[config.mk]
export PLATFORM = sky130hd
export DESIGN_NAME = seq_pattern_tx
export DESIGN_NICKNAME = d
export VERILOG_FILES = /design/src/rtl/seq_pattern_tx.sv
export SDC_FILE = /design/constraint.sdc
export NUM_CORES = 1
export LEC_CHECK = 0
export CORE_MARGIN = 2
export CORE_UTILIZATION = 58
export CTS_CLUSTER_SIZE = 40
export DETAILED_ROUTE_END_ITERATION = 12
export PLACE_DENSITY_LB_ADDON = 0.12
export SYNTH_ARGS = -nofsm -noshare
export SYNTH_HDL_FRONTEND = slang
export SYNTH_SLANG_ARGS = --single-unit
[constraint.sdc]
create_clock -name clk -period 4.65 [get_ports clk]
set_clock_uncertainty 0.1 [all_clocks]
set_input_delay 0.6975 -clock clk [delete_from_list [all_inputs] [get_ports clk]]
set_output_delay 0.6975 -clock clk [all_outputs]
set_load 0.02 [all_outputs]
[src/rtl/seq_pattern_tx.sv]
// Serial pattern transmitter: shifts a captured pattern out MSB-first,
// repeating it a programmable number of times with an optional idle gap.
module seq_pattern_tx #(
  parameter int                 PAT_W       = 4,
  parameter logic [PAT_W-1:0]   DEFAULT_PAT = PAT_W'(4'b1010),
  parameter int                 CNT_W       = 4,
  parameter int                 GAP_W       = 4
) (
  input  logic             clk,
  input  logic             clr,
  input  logic             start,
  input  logic [PAT_W-1:0] pat_in,
  input  logic [CNT_W-1:0] rep_in,
  input  logic [GAP_W-1:0] gap_in,
  input  logic             abort,
  output logic             d,
  output logic             d_valid,
  output logic             last_bit,
  output logic             busy,
  output logic             done
);

  localparam int IDX_W = (PAT_W > 1) ? $clog2(PAT_W) : 1;
  localparam logic [IDX_W-1:0] LAST_IDX = IDX_W'(PAT_W - 1);

  typedef enum logic [1:0] {IDLE, SHIFT, GAP, DONE} state_t;

  state_t           r_state;
  logic [PAT_W-1:0] r_pat;
  logic [CNT_W-1:0] r_repLeft;
  logic [GAP_W-1:0] r_gap;
  logic [GAP_W-1:0] r_gapCnt;
  logic [IDX_W-1:0] r_bitIdx;
  logic             r_d;
  logic             r_dValid;
  logic             r_lastBit;
  logic             r_busy;
  logic             r_done;

  logic             w_inFlight;
  logic [IDX_W-1:0] w_nextIdx;

  assign w_inFlight = (r_state == SHIFT) || (r_state == GAP);
  assign w_nextIdx  = r_bitIdx - IDX_W'(1);

  // r_repLeft counts repetitions still to send, including the one in flight.
  always_ff @(posedge clk or negedge clr) begin
    if (!clr) begin
      r_state   <= IDLE;
      r_pat     <= DEFAULT_PAT;
      r_repLeft <= '0;
      r_gap     <= '0;
      r_gapCnt  <= '0;
      r_bitIdx  <= '0;
      r_d       <= 1'b0;
      r_dValid  <= 1'b0;
      r_lastBit <= 1'b0;
      r_busy    <= 1'b0;
      r_done    <= 1'b0;
    end else begin
      r_done    <= 1'b0;
      r_lastBit <= 1'b0;
      if (abort && w_inFlight) begin
        r_state  <= IDLE;
        r_d      <= 1'b0;
        r_dValid <= 1'b0;
        r_busy   <= 1'b0;
      end else begin
        case (r_state)
          IDLE, DONE: begin
            if (start && !abort) begin
              r_pat     <= pat_in;
              r_repLeft <= (rep_in == '0) ? CNT_W'(1) : rep_in;
              r_gap     <= gap_in;
              r_bitIdx  <= LAST_IDX;
              r_d       <= pat_in[PAT_W-1];
              r_dValid  <= 1'b1;
              r_busy    <= 1'b1;
              r_state   <= SHIFT;
            end else begin
              r_d      <= 1'b0;
              r_dValid <= 1'b0;
              r_busy   <= 1'b0;
              r_state  <= IDLE;
            end
          end
          SHIFT: begin
            if (r_bitIdx != '0) begin
              r_bitIdx  <= w_nextIdx;
              r_d       <= r_pat[w_nextIdx];
              r_lastBit <= (w_nextIdx == '0);
            end else if (r_repLeft > CNT_W'(1)) begin
              r_repLeft <= r_repLeft - CNT_W'(1);
              if (r_gap == '0) begin
                r_bitIdx <= LAST_IDX;
                r_d      <= r_pat[PAT_W-1];
              end else begin
                r_gapCnt <= r_gap;
                r_d      <= 1'b0;
                r_dValid <= 1'b0;
                r_state  <= GAP;
              end
            end else begin
              r_d      <= 1'b0;
              r_dValid <= 1'b0;
              r_busy   <= 1'b0;
              r_done   <= 1'b1;
              r_state  <= DONE;
            end
          end
          GAP: begin
            if (r_gapCnt == GAP_W'(1)) begin
              r_bitIdx <= LAST_IDX;
              r_d      <= r_pat[PAT_W-1];
              r_dValid <= 1'b1;
              r_state  <= SHIFT;
            end else begin
              r_gapCnt <= r_gapCnt - GAP_W'(1);
            end
          end
          default: begin
            r_d      <= 1'b0;
            r_dValid <= 1'b0;
            r_busy   <= 1'b0;
            r_state  <= IDLE;
          end
        endcase
      end
    end
  end

  assign d        = r_d;
  assign d_valid  = r_dValid;
  assign last_bit = r_lastBit;
  assign busy     = r_busy;
  assign done     = r_done;

endmodule
==> results of run 1 <==
## layout by cell type, fill, tap and decap left out, types with 2 or more instances in the layout
master / count
nor3_1: 3
nand2_1: 13
nand2b_1: 5
o21ai_0: 7
a21oi_1: 8
mux2_1: 3
and3_1: 2
nor2b_1: 2
clkbuf_4: 3
dfrtp_1: 23
nor2_1: 12
ha_1: 8
o311ai_0: 2
dfstp_2: 2
a211oi_1: 3
o211ai_1: 3
inv_1: 9
mux2_2: 8
a221oi_1: 2
clkdlybuf4s50_1: 20
mux2i_1: 2
nand3_1: 4
nand3b_1: 2
## registers in the layout, summed over array words and instances (netlist names)
| name | flops |
|---|---|
| r_bitIdx | 2 |
| d | 1 |
| r_state | 2 |
| last_bit | 1 |
| r_gap | 4 |
| done | 1 |
| r_pat | 4 |
| r_gapCnt | 4 |
| busy | 1 |
| d_valid | 1 |
| r_repLeft | 4 |
## final timing paths
| check | cells after the start | slack, ps | endpoint |
|---|---|---|---|
| setup / recovery | 7 | 2390 | r_gapCnt[3]$_DFFE_PN0P_ |
| hold / removal | 1 | 420 | d_valid$_DFFE_PN0P_ |
| setup reg to reg | 7 | 2390 | r_gapCnt[3]$_DFFE_PN0P_ |
| hold reg to reg | 1 | 420 | d_valid$_DFFE_PN0P_ |
| max in group asynchronous | 1 | 2920 | r_repLeft[0]$_DFFE_PN0P_ |
| min in group asynchronous | 1 | 850 | r_gapCnt[2]$_DFFE_PN0P_ |
## power groups by stage
stage / registers [mW] / logic [mW] / clock network [mW]
finish: 0.361 / 0.273 / 0.0960
floorplan: 0.349 / 0.204 / 0
detailed placement: 0.366 / 0.271 / 0
CTS: 0.361 / 0.272 / 0.0980
global route: 0.371 / 0.309 / 0.108
global placement: 0.357 / 0.258 / 0
## cell families after synthesis
family	share of synthesized area
multiplexers	0.1107
AO/OA/AOI/OAI	0.1782
AND/OR/NAND/NOR	0.1840
buffers and inverters	0.04246
flip-flops	0.4180
adder cells (fa/ha/maj)	0.06661
## layout make-up
cell class,instances,area (um^2),share of cell area
Clock buffer,4,26.28,0.01513
Inverter,9,33.78,0.01945
Multi-Input combinational cell,109,810.8,0.4669
Sequential cell,25,628.1,0.3617
Tap cell,30,37.54,0.02161
Timing Repair Buffer,20,200.2,0.1153
## layer usage
metal  share of wire  vias to the layer above  track usage
li1                -                      579            -
met1            0.46                      584       0.3057
met2            0.50                       24       0.3829
met3           0.038                        2      0.03495
met4          0.0030                        0      0.06098
met5               0                        -            0
## through the flow
| stage | util | setup slack (ps) | instance area, um^2 |
|---|---|---|---|
| global route | 0.7010 | 2134 | 1737 |
| CTS | 0.7010 | 2385 | 1737 |
| detailed placement | 0.6904 | 2161 | 1710 |
| global placement | 0.6904 | 2229 | 1710 |
| floorplan | - | 2749 | 1503 |
| finish | 0.7010 | 2394 | 1737 |
==> flow_summary.ini, run 1 <==
[synthesis]
yosysTopAreaCell = dfrtp_1
synth_edf_count = 0
syn_area_per_cell_um2 = 10.09
syn_nets = 173
syn_inst = 149
synth_commonest_cells = dfrtp_1 (23), nand2_1 (13), nor2_1 (12)
ys_warn_count = 0
synthesis.area_mm2 = 0.001503
async_reset_ff_frac = 1.000
synth_top_area_frac = 0.3830
synth_ff_type = dfrtp_1
ys_ff_latch = 25
ys_top_cells_by_area = dfrtp_1 (38%), ha_1 (6.7%), mux2_2 (6.0%), dfstp_2 (3.5%), nand2_1 (3.2%)
yosysSeqAreaShare = 0.4180
yosysMostFrequentCell = dfrtp_1
synth.distinct_cells = 45

[power]
irDropWorstVdd_mv = 0.3302
intPower_mw = 0.4509
p_sw_mw = 0.2790
pwr-share-clk = 0.132
switching_share = 0.3822
p_leak_nw = 0.7057
finalPower_mw = 0.7298
power.density_mw_per_mm2 = 420.2
p_comb_frac = 0.374
power_frac_seq = 0.495

[detailed_routing]
vias = 1189
via_per_inst = 6.036
routed_wl_mm = 3.008
ant_nets = 0
wl_per_cell_um = 15.27
drcViolationCount = 0
drtIter0Drc = 20
detail_route.first_pass.iterations = 4

[sta]
fin_crit_sh = 0.4852
finalHoldViolCount = 0
max_freq_ghz = 0.4432
setup_violations = 0
fin_setup_tns_ps = 0
period_needed_ps = 2256
maxSlewHeadroom = 0.2640
whs_ps = 416.2
worst_pin_slew_ps = 1100
maxSlewViolCount = 0
rsz0062_at_grt = no

[global_route]
grt.total_usage = 0.2276
grt_pass1_vias = 1126
grt_max_degree = 26
grt_pass1_wl_mm = 5.043
grt_antenna_before_repair = 0
grt_overflow_total = 0

[worst_setup_path]
critPathLaunch = r_state[1]$_DFFE_PN0P_
cp-end-kind = flip-flop
crit_chain = inv_1, ha_1, mux2_1, nand2_1, a221oi_4, mux2i_1, nand3_1
critPathMaxStageDelay_ps = 570
worst-path-buf-inv = 1
crit_fanout = 19
reg2reg_from = r_state[1]$_DFFE_PN0P_
cpLargestDelayFamily = adder cells
crit_type = reg2reg
cp.arrival_ps = 2370
cp.required_ps = 4770
start_kind = flip-flop
cp_slowest_cell = ha_1

[final_layout]
diodes = 0
drive_above_1_share = 0.1317
syn_to_final_growth_pct = 15.57
fillerInstances = 200
fin_cells = 197
nets = 192

[floorplanning]
initial_core_util = 0.6066
core_area_mm2 = 0.002477
die-area_mm2 = 0.003014
rows = 18
ioPinCount = 21
die_y_um = 54.90
dieWidth_um = 54.90

[cts]
clkSlewWorstSetupHoldPaths_ps = 140
numCtsBuffers = 3
post-cts-setup-buffer-count = 0
clock-sinks = 25
postCtsHoldBufs = 0
cts_tree = done
cts_resized = 0
clockRootBuffer = clkbuf_4
cts_htree_levels = 1
clk_latency_ps = 310
clockBufferDepth = 2

[worst_hold_path]
hp-class = reg2reg
hp-start = d_valid$_DFFE_PN0P_

[place]
io_buffers = 20
hpwl_mm = 2.310
place.gp.congestion = 0.8534
dp_cells = 193

[run_status]
status = completed

[job]
cap_violations = 0
Power figures use the tool's default switching activity.
==> run 2, diff against run 1 <==
--- a/config.mk
+++ b/config.mk
@@ -6,7 +6,7 @@
 export NUM_CORES = 1
 export LEC_CHECK = 0
 export CORE_MARGIN = 2
-export CORE_UTILIZATION = 58
+export CORE_UTILIZATION = 54
 export CTS_CLUSTER_SIZE = 40
 export DETAILED_ROUTE_END_ITERATION = 12
 export PLACE_DENSITY_LB_ADDON = 0.12
==> constraint.sdc (replaced) <==
create_clock -name clk -period 2.3 [get_ports clk]
set_clock_uncertainty 0.1 [all_clocks]
set_input_delay 0.345 -clock clk [delete_from_list [all_inputs] [get_ports clk]]
set_output_delay 0.345 -clock clk [all_outputs]
set_load 0.02 [all_outputs]
==> run 2 against run 1 <==
- cell area up 3.2%
- worst setup slack worse by 2200 ps
- sequential cell count unchanged
- fmax up 7.2%
- worst hold slack worse by 140 ps
- largest power group unchanged
==> flow_summary.ini, run 2 (synthesis results as in run 1) <==
[cts]
cts_resized = 0
postCtsHoldBufs = 0
clock-sinks = 25
numCtsBuffers = 3
cts_htree_levels = 1
cts_tree = done
clockBufferDepth = 2
clk_latency_ps = 320
post-cts-setup-buffer-count = 0
clockRootBuffer = clkbuf_4
clkSlewWorstSetupHoldPaths_ps = 140

[floorplanning]
rows = 19
ioPinCount = 21
initial_core_util = 0.5545
die_y_um = 56.75
die-area_mm2 = 0.003221
core_area_mm2 = 0.002710
dieWidth_um = 56.75

[final_layout]
fillerInstances = 238
syn_to_final_growth_pct = 19.23
fin_cells = 205
fin_area_mm2 = 0.001792
utilization = 0.6611
layout_common_cells = dfrtp_1 (23), clkdlybuf4s50_1 (20), nand2_1 (13), nor2_1 (12), inv_1 (9)
drive_above_1_share = 0.1724
nets = 199
diodes = 0
final_common_cell = dfrtp_1

[worst_setup_path]
crit_fanout = 9
crit_type = reg2reg
start_kind = flip-flop
r2r_cells = 7
critPathLaunch = r_state[0]$_DFFE_PN0P_
cp-end-kind = flip-flop
reg2reg_from = r_state[0]$_DFFE_PN0P_
ff2ff_setup_slack_ps = 200
cp.arrival_ps = 2220
cp.required_ps = 2410

[power]
finalPower_mw = 1.479
power.density_mw_per_mm2 = 825.5
p_leak_nw = 0.7445
irDropWorstVdd_mv = 0.7340

[detailed_routing]
drtIter0Drc = 56
wl_per_cell_um = 14.78
drcViolationCount = 0
detail_route.first_pass.iterations = 4
vias = 1210
via_per_inst = 5.902
routed_wl_mm = 3.029
ant_nets = 0

[job]
cap_violations = 0

[global_route]
grt_pass1_wl_mm = 5.623
grt_overflow_total = 0
use_met1 = 0.2792
grt_max_degree = 26
gr-usage-met3 = 0.02535
grt_antenna_before_repair = 0
use_met2 = 0.3787
grt.total_usage = 0.2242
grt_pass1_vias = 1275
grt_busiest_layer = met2

[place]
place.gp.congestion = 0.8858
io_buffers = 20
place_area_mm2 = 0.001764
dp_cells = 201
hpwl_mm = 2.308

[sta]
worst_pin_slew_ps = 449.1
finalHoldViolCount = 0
max_freq_ghz = 0.4751
rsz0062_at_grt = no
maxSlewViolCount = 0
maxSlewHeadroom = 0.7006
period_needed_ps = 2105
fin_crit_sh = 0.9151
setup_violations = 0
fin_setup_tns_ps = 0

[worst_hold_path]
hp-class = in2async

[run_status]
status = completed
-- run 2: changes by cell type in the layout (fill, tap and decap cells not counted) --
cell | before | now
clkbuf_1 | 1 | 0
buf_4 | 0 | 7
clkinv_2 | 0 | 1
-- run 2: layout make-up --
cell class | count | area [um^2] | area share
Clock buffer | 3 | 22.52 | 0.01257
Clock inverter | 1 | 5.005 | 0.002793
Inverter | 9 | 33.78 | 0.01885
Multi-Input combinational cell | 109 | 810.8 | 0.4525
Sequential cell | 25 | 628.1 | 0.3506
Tap cell | 31 | 38.79 | 0.02165
Timing Repair Buffer | 27 | 252.7 | 0.1411
-- run 2: per-layer routing --
metal	vias to the layer above	share of wire	routed length [um]
met3	8	0.037	113
li1	588	-	-
met1	583	0.43	1315
met4	0	0.025	76
met5	-	0	0
met2	31	0.50	1524
-- run 2: final timing paths --
path | endpoint
max | r_gapCnt[2]$_DFFE_PN0P_
min | r_repLeft[3]$_DFFE_PN0P_
min in group clk | d_valid$_DFFE_PN0P_
max reg2reg | r_gapCnt[2]$_DFFE_PN0P_
max in group asynchronous | r_pat[1]$_DFFE_PN1P_
min reg2reg | d_valid$_DFFE_PN0P_
-- run 2: worst max-delay path: stages (launching register included) --
cell and delay (ps):
dfrtp_1 390, inv_1 50, ha_1 420, nand2b_1 230, nand2_1 110, a221oi_4 380, mux2i_1 240, o211ai_1 90
-- run 2: power by group --
part	internal, mW	switching [mW]
Clock	0.0651	0.133
Combinational	0.271	0.285
Sequential	0.585	0.140
Total	0.921	0.558
-- run 2: stage by stage --
step	hold WS [ps]	setup slack (ps)
floorplan	-50.59	417.5
global placement	371.0	320.4
detailed placement	379.9	229.5
CTS	283.0	207.1
global route	296.2	30.86
finish	276.7	195.3
